--- src/rtl/oflow_bbox_row_packer_if.sv ---
// rtl/oflow_bbox_row_packer_if.sv - bbox stream, row-write and end-pointer bundle for the row packer
interface oflow_bbox_row_packer_if #(
   parameter int BBOX_W = 64,
   parameter int ADDR_W = 8,
   parameter int HIST_W = 3
);
   logic                  bbox_valid;
   logic                  bbox_ready;
   logic [BBOX_W-1:0]     bbox_data;
   logic                  mem_we;
   logic                  mem_ready;
   logic [HIST_W-1:0]     mem_slot;
   logic [ADDR_W-1:0]     mem_addr;
   logic [2*BBOX_W-1:0]   mem_wdata;
   logic [1:0]            mem_half_en;
   logic                  end_ptr_we;
   logic [HIST_W-1:0]     end_ptr_slot;
   logic [ADDR_W-1:0]     end_ptr_value;

   // master is the packer side
   modport master (
      input  bbox_valid, bbox_data, mem_ready,
      output bbox_ready, mem_we, mem_slot, mem_addr, mem_wdata, mem_half_en,
             end_ptr_we, end_ptr_slot, end_ptr_value
   );

   modport slave (
      output bbox_valid, bbox_data, mem_ready,
      input  bbox_ready, mem_we, mem_slot, mem_addr, mem_wdata, mem_half_en,
             end_ptr_we, end_ptr_slot, end_ptr_value
   );
endinterface

--- src/rtl/oflow_bbox_row_packer.sv ---
// rtl/oflow_bbox_row_packer.sv - packs bboxes two per memory row into a history-frame slot
module oflow_bbox_row_packer #(
   parameter int BBOX_W  = 64,
   parameter int ADDR_W  = 8,
   parameter int FRAME_W = 8,
   parameter int HIST_W  = 3,
   parameter int NBBOX_W = 7
) (
   input  logic                 clk,
   input  logic                 reset_N,
   input  logic                 start_frame,
   input  logic [FRAME_W-1:0]   frame_num,
   input  logic [HIST_W-1:0]    num_of_history_frames,
   input  logic [NBBOX_W-1:0]   num_of_bbox_in_frame,
   output logic                 done_write,
   output logic                 busy,
   oflow_bbox_row_packer_if.master bus
);

   typedef enum logic [2:0] {
      IDLE, LOAD, COLLECT_LO, COLLECT_HI, WRITE, FINISH
   } state_t;

   state_t               state, state_nx;
   logic [NBBOX_W-1:0]   n_reg, cnt, cnt_inc;
   logic [FRAME_W-1:0]   frame_reg;
   logic [HIST_W-1:0]    hist_reg, slot;
   logic [ADDR_W-1:0]    row;
   logic [BBOX_W-1:0]    lo_reg, hi_reg;
   logic [1:0]           mask;
   logic                 xfer, wr_active, fin_active;

   assign cnt_inc = cnt + 1'b1;
   assign xfer    = bus.bbox_valid & bus.bbox_ready;

   always_ff @(posedge clk) begin
      if (reset_N) state <= IDLE;
      else         state <= state_nx;
   end

   always_comb begin
      state_nx = state;
      case (state)
         IDLE:       if (start_frame) state_nx = LOAD;
         LOAD:       state_nx = (n_reg == '0) ? FINISH : COLLECT_LO;
         COLLECT_LO: if (xfer) state_nx = (cnt_inc == n_reg) ? WRITE : COLLECT_HI;
         COLLECT_HI: if (xfer) state_nx = WRITE;
         WRITE:      if (bus.mem_ready) state_nx = (cnt == n_reg) ? FINISH : COLLECT_LO;
         FINISH:     state_nx = IDLE;
         default:    state_nx = IDLE;
      endcase
   end

   always_ff @(posedge clk) begin
      if (reset_N) begin
         n_reg     <= '0;
         frame_reg <= '0;
         hist_reg  <= '0;
         slot      <= '0;
         cnt       <= '0;
         row       <= '0;
         lo_reg    <= '0;
         hi_reg    <= '0;
         mask      <= '0;
      end else begin
         case (state)
            IDLE: if (start_frame) begin
               n_reg     <= num_of_bbox_in_frame;
               frame_reg <= frame_num;
               hist_reg  <= (num_of_history_frames == '0) ? HIST_W'(1) : num_of_history_frames;
            end
            LOAD: begin
               // hist_reg is never zero here, so the modulo is always defined
               slot <= HIST_W'(frame_reg % FRAME_W'(hist_reg));
               cnt  <= '0;
               row  <= '0;
            end
            COLLECT_LO: if (xfer) begin
               lo_reg <= bus.bbox_data;
               hi_reg <= '0;
               mask   <= 2'b01;
               cnt    <= cnt_inc;
            end
            COLLECT_HI: if (xfer) begin
               hi_reg <= bus.bbox_data;
               mask   <= 2'b11;
               cnt    <= cnt_inc;
            end
            WRITE: if (bus.mem_ready) row <= row + 1'b1;
            default: ;
         endcase
      end
   end

   // Data outputs are qualified by state so they read zero outside their strobe
   assign wr_active  = (state == WRITE);
   assign fin_active = (state == FINISH);

   assign bus.bbox_ready    = (state == COLLECT_LO) || (state == COLLECT_HI);
   assign bus.mem_we        = wr_active;
   assign bus.mem_slot      = wr_active ? slot : '0;
   assign bus.mem_addr      = wr_active ? row : '0;
   assign bus.mem_wdata     = wr_active ? {hi_reg, lo_reg} : '0;
   assign bus.mem_half_en   = wr_active ? mask : 2'b00;
   assign bus.end_ptr_we    = fin_active;
   assign bus.end_ptr_slot  = fin_active ? slot : '0;
   assign bus.end_ptr_value = fin_active ? row : '0;
   assign done_write        = fin_active;
   assign busy              = (state != IDLE);

endmodule

--- src/flat_wrapper.sv ---
// flat-port wrapper written by rule: the top's interface ports become plain ports
module oflow_bbox_row_packer_flat 
#(
   parameter int BBOX_W  = 64,
   parameter int ADDR_W  = 8,
   parameter int FRAME_W = 8,
   parameter int HIST_W  = 3,
   parameter int NBBOX_W = 7
)
  (clk, reset_N, start_frame, frame_num, num_of_history_frames, num_of_bbox_in_frame, done_write, busy, bus_bbox_valid, bus_bbox_data, bus_mem_ready, bus_bbox_ready, bus_mem_we, bus_mem_slot, bus_mem_addr, bus_mem_wdata, bus_mem_half_en, bus_end_ptr_we, bus_end_ptr_slot, bus_end_ptr_value);
  oflow_bbox_row_packer_if #(.BBOX_W(BBOX_W), .ADDR_W(ADDR_W), .HIST_W(HIST_W)) bus_i ();
  input  logic clk;
  input  logic reset_N;
  input  logic start_frame;
  input  logic [FRAME_W-1:0] frame_num;
  input  logic [HIST_W-1:0] num_of_history_frames;
  input  logic [NBBOX_W-1:0] num_of_bbox_in_frame;
  output logic done_write;
  output logic busy;
  input wire logic [$bits(bus_i.bbox_valid)-1:0] bus_bbox_valid;
  input wire logic [$bits(bus_i.bbox_data)-1:0] bus_bbox_data;
  input wire logic [$bits(bus_i.mem_ready)-1:0] bus_mem_ready;
  output wire logic [$bits(bus_i.bbox_ready)-1:0] bus_bbox_ready;
  output wire logic [$bits(bus_i.mem_we)-1:0] bus_mem_we;
  output wire logic [$bits(bus_i.mem_slot)-1:0] bus_mem_slot;
  output wire logic [$bits(bus_i.mem_addr)-1:0] bus_mem_addr;
  output wire logic [$bits(bus_i.mem_wdata)-1:0] bus_mem_wdata;
  output wire logic [$bits(bus_i.mem_half_en)-1:0] bus_mem_half_en;
  output wire logic [$bits(bus_i.end_ptr_we)-1:0] bus_end_ptr_we;
  output wire logic [$bits(bus_i.end_ptr_slot)-1:0] bus_end_ptr_slot;
  output wire logic [$bits(bus_i.end_ptr_value)-1:0] bus_end_ptr_value;
  assign bus_i.bbox_valid = bus_bbox_valid;
  assign bus_i.bbox_data = bus_bbox_data;
  assign bus_i.mem_ready = bus_mem_ready;
  assign bus_bbox_ready = bus_i.bbox_ready;
  assign bus_mem_we = bus_i.mem_we;
  assign bus_mem_slot = bus_i.mem_slot;
  assign bus_mem_addr = bus_i.mem_addr;
  assign bus_mem_wdata = bus_i.mem_wdata;
  assign bus_mem_half_en = bus_i.mem_half_en;
  assign bus_end_ptr_we = bus_i.end_ptr_we;
  assign bus_end_ptr_slot = bus_i.end_ptr_slot;
  assign bus_end_ptr_value = bus_i.end_ptr_value;
  oflow_bbox_row_packer #(.BBOX_W(BBOX_W), .ADDR_W(ADDR_W), .FRAME_W(FRAME_W), .HIST_W(HIST_W), .NBBOX_W(NBBOX_W)) u_core (.clk(clk), .reset_N(reset_N), .start_frame(start_frame), .frame_num(frame_num), .num_of_history_frames(num_of_history_frames), .num_of_bbox_in_frame(num_of_bbox_in_frame), .done_write(done_write), .busy(busy), .bus(bus_i));
endmodule
--- config.mk ---
export PLATFORM = sky130hd
export DESIGN_NAME = oflow_bbox_row_packer_flat
export DESIGN_NICKNAME = d
export VERILOG_FILES = /design/src/rtl/oflow_bbox_row_packer_if.sv /design/src/rtl/oflow_bbox_row_packer.sv /design/src/flat_wrapper.sv
export SDC_FILE = /design/constraint.sdc
export NUM_CORES = 1
export LEC_CHECK = 0
export CAP_MARGIN = 20
export CORE_MARGIN = 10
export CORE_UTILIZATION = 50
export DETAILED_ROUTE_END_ITERATION = 8
export GPL_ROUTABILITY_DRIVEN = 0
export PLACE_DENSITY = 0.92
export SKIP_CTS_REPAIR_TIMING = 1
export SYNTH_ARGS = -nofsm -noshare
export SYNTH_HDL_FRONTEND = slang
export SYNTH_SLANG_ARGS = --single-unit
--- constraint.sdc ---
create_clock -name clk -period 15.1 [get_ports clk]
set_clock_uncertainty 0.15 [all_clocks]
set_input_delay 1.51 -clock clk [delete_from_list [all_inputs] [get_ports clk]]
set_output_delay 1.51 -clock clk [all_outputs]
set_load 0.005 [all_outputs]
==> flow_summary.yaml <==
sta:
  post-route-period-util_pct: 78.21
  finalMaxSlewViolations: 0
  fin_crit_ns: 11.81
  hold_viol: 0
  fin_tns_setup_ns: 0
  tightest_slew_ns: 0.9878
  fmax_ghz: 0.08468
  setup_viol: 0
  relSlewSlack_pct: 34.15
  rsz0062_at_grt: "false"
grt:
  track_usage_pct: 22.54
  grt_pass1_vias: 8415
  grt_max_degree: 145
  grt_pass1_wl_mm: 42.34
  grt-ovfl-total: 0
  antenna_found_initial: 1
logic_synthesis:
  syn_area_mm2: 0.008643
  synth_edf_count: 0
  yosysTopAreaCell: "dfxtp_1"
  ys_ff_latch: 169
  synth_area_leaders: "dfxtp_1 39%, and2_1 12%, nand2_1 11%"
  async_flop_share_pct: 0
  yosysSeqAreaShare_pct: 39.14
  avgSynthCellArea_um2: 7.542
  yosysUniqueCellTypes: 65
  synth_fp_nets: 1258
  ys_warn_count: 0
  synth_cells: 1146
  synth-main-ff-cell: "dfxtp_1"
  synth_top_cell_area_share_pct: 39.14
min_path:
  worstHoldPathCells: 2
  min_path_type: "flop to flop"
worst_setup_path:
  worstPathArrival_ns: 11.99
  cpPeakStageDelay_ns: 0.72
  worst_path_max_delay_cell: "o32ai_1"
  startpoint_type: "flop"
  crit_fanout: 9
  end_kind: "flop"
  r2r_cells: 46
  worst_path_most_repeated_cell: "ha_1"
  path_class: "flop to flop"
  crit_required_ns: 15.28
die:
  core_area_mm2: 0.01712
  start_util_pct: 50.50
  dieArea_mm2: 0.02295
  placementRows: 48
  dieHeight_um: 151.5
  die_x_um: 151.5
  ios: 244
layout:
  final_cell_mix: "242 x nand2_1, 242 x clkdlybuf4s50_1, 168 x dfxtp_1"
  drive_gt1_share_pct: 4.299
  nFillCells: 1335
  utilization_pct: 68.47
  layout.nets: 1448
  area_growth_pct: 35.60
routing:
  vias: 8757
  vias_per_cell: 5.556
  ant_nets: 0
  drtIter0Drc: 755
  drt-total-wl_mm: 27.46
  drc_errors: 0
  wl_per_cell_um: 17.43
  firstDrtPassIters: 5
clocking:
  clk_pin_slew_ns: 0.07
  cts_tree: "yes"
  numCtsBuffers: 17
  clock-sinks: 169
  insertion_delay_ns: 0.43
  clock_path_buffers: 2
  root_buffer: "clkbuf_16"
  htree_levels: 4
placement:
  dp_hpwl_mm: 18.56
  portBuffers: 243
run_status:
  status: "finished clean"
power_and_ir_drop:
  powerDensity_mw_per_mm2: 280.3
  power.static_leakage_nw: 4.178
  peakVddDrop_v: 0.0004153
flow_run:
  drv_cap: 0
[cells by family after synthesis]
logic type / count (synthesis) / synth area share [%]
flops: 169 / 39.14
xor+xnor: 26 / 2.635
mux: 4 / 0.5791
simple gates: 589 / 33.56
fa+ha+maj: 25 / 3.706
compound gates: 238 / 16.13
buf+inv: 95 / 4.256
[synth_stat cells, types with 5 or more instances]
cell type and count:
nand2b_1 5, inv_1 14, dfxtp_1 169, o21ai_0 21, ha_1 24, nand4_1 5, nand3_1 71, a211oi_1 5
or3_1 6, nor3_1 9, xor2_1 11, o21a_1 5, a21oi_1 159, nand2_1 244, clkbuf_1 77, and2_1 163
nor2_1 51, nor2b_1 7, xnor2_1 15
[through the flow]
stage / worst slack [ns] / power, mW / hold slack (ns) / instance area [um^2] / cells
6_report: 3.291 / 3.285 / 0.2972 / 11720 / 1576
5_1_grt: 2.543 / 3.494 / 0.3180 / 11720 / 1574
4_1_cts: 3.510 / 3.217 / 0.3000 / 11680 / 1572
3_5_place_dp: 3.626 / 2.763 / 0.2904 / 11110 / 1540
3_3_place_gp: 4.276 / 2.657 / 0.2831 / 11110 / 1540
2_1_floorplan: 5.018 / 2.338 / 0.2773 / 8643 / 1146
[report_power, final]
group | switching (mW) | total [mW] | internal, mW
Combinational | 1.38 | 2.35 | 0.969
Clock | 0.195 | 0.432 | 0.236
Sequential | 0.0229 | 0.503 | 0.480
[critical path: cells and delay by family (launching register included)]
kind	cells	cell delay (ns)
buffers and inverters	1	0.25
flip-flops	1	0.34
adder cells (fa/ha/maj)	8	2.40
AO/OA/AOI/OAI	18	4.09
AND/OR/NAND/NOR	19	4.49
[final cells by class]
type	instances	area, um^2	share of cell area, %
Antenna cell	2	5.005	0.04270
Inverter	14	52.55	0.4484
Clock inverter	13	130.1	1.110
Clock buffer	19	442.9	3.779
Sequential cell	169	3385	28.88
Tap cell	225	281.5	2.402
Multi-Input combinational cell	882	4906	41.86
Timing Repair Buffer	252	2517	21.48
[layer usage]
| metal | global-route usage (%) | up-vias | wire (um) |
|---|---|---|---|
| met5 | 0 | - | 0 |
| met4 | 11.84 | 0 | 1322 |
| met3 | 7.663 | 76 | 2668 |
| met2 | 37.43 | 380 | 13130 |
| met1 | 25.10 | 4069 | 10350 |
| li1 | - | 4232 | - |
[final timing paths]
path                                          from                 to  slack [ns]
worst max register to register  u_core.hist_reg[0]     u_core.slot[0]        3.29
worst max-delay path            u_core.hist_reg[0]     u_core.slot[0]        3.29
worst min register to register   u_core.hi_reg[40]  u_core.hi_reg[40]        0.30
worst min-delay path             u_core.hi_reg[40]  u_core.hi_reg[40]        0.30
No activity file was read; power rests on OpenSTA's default activity.
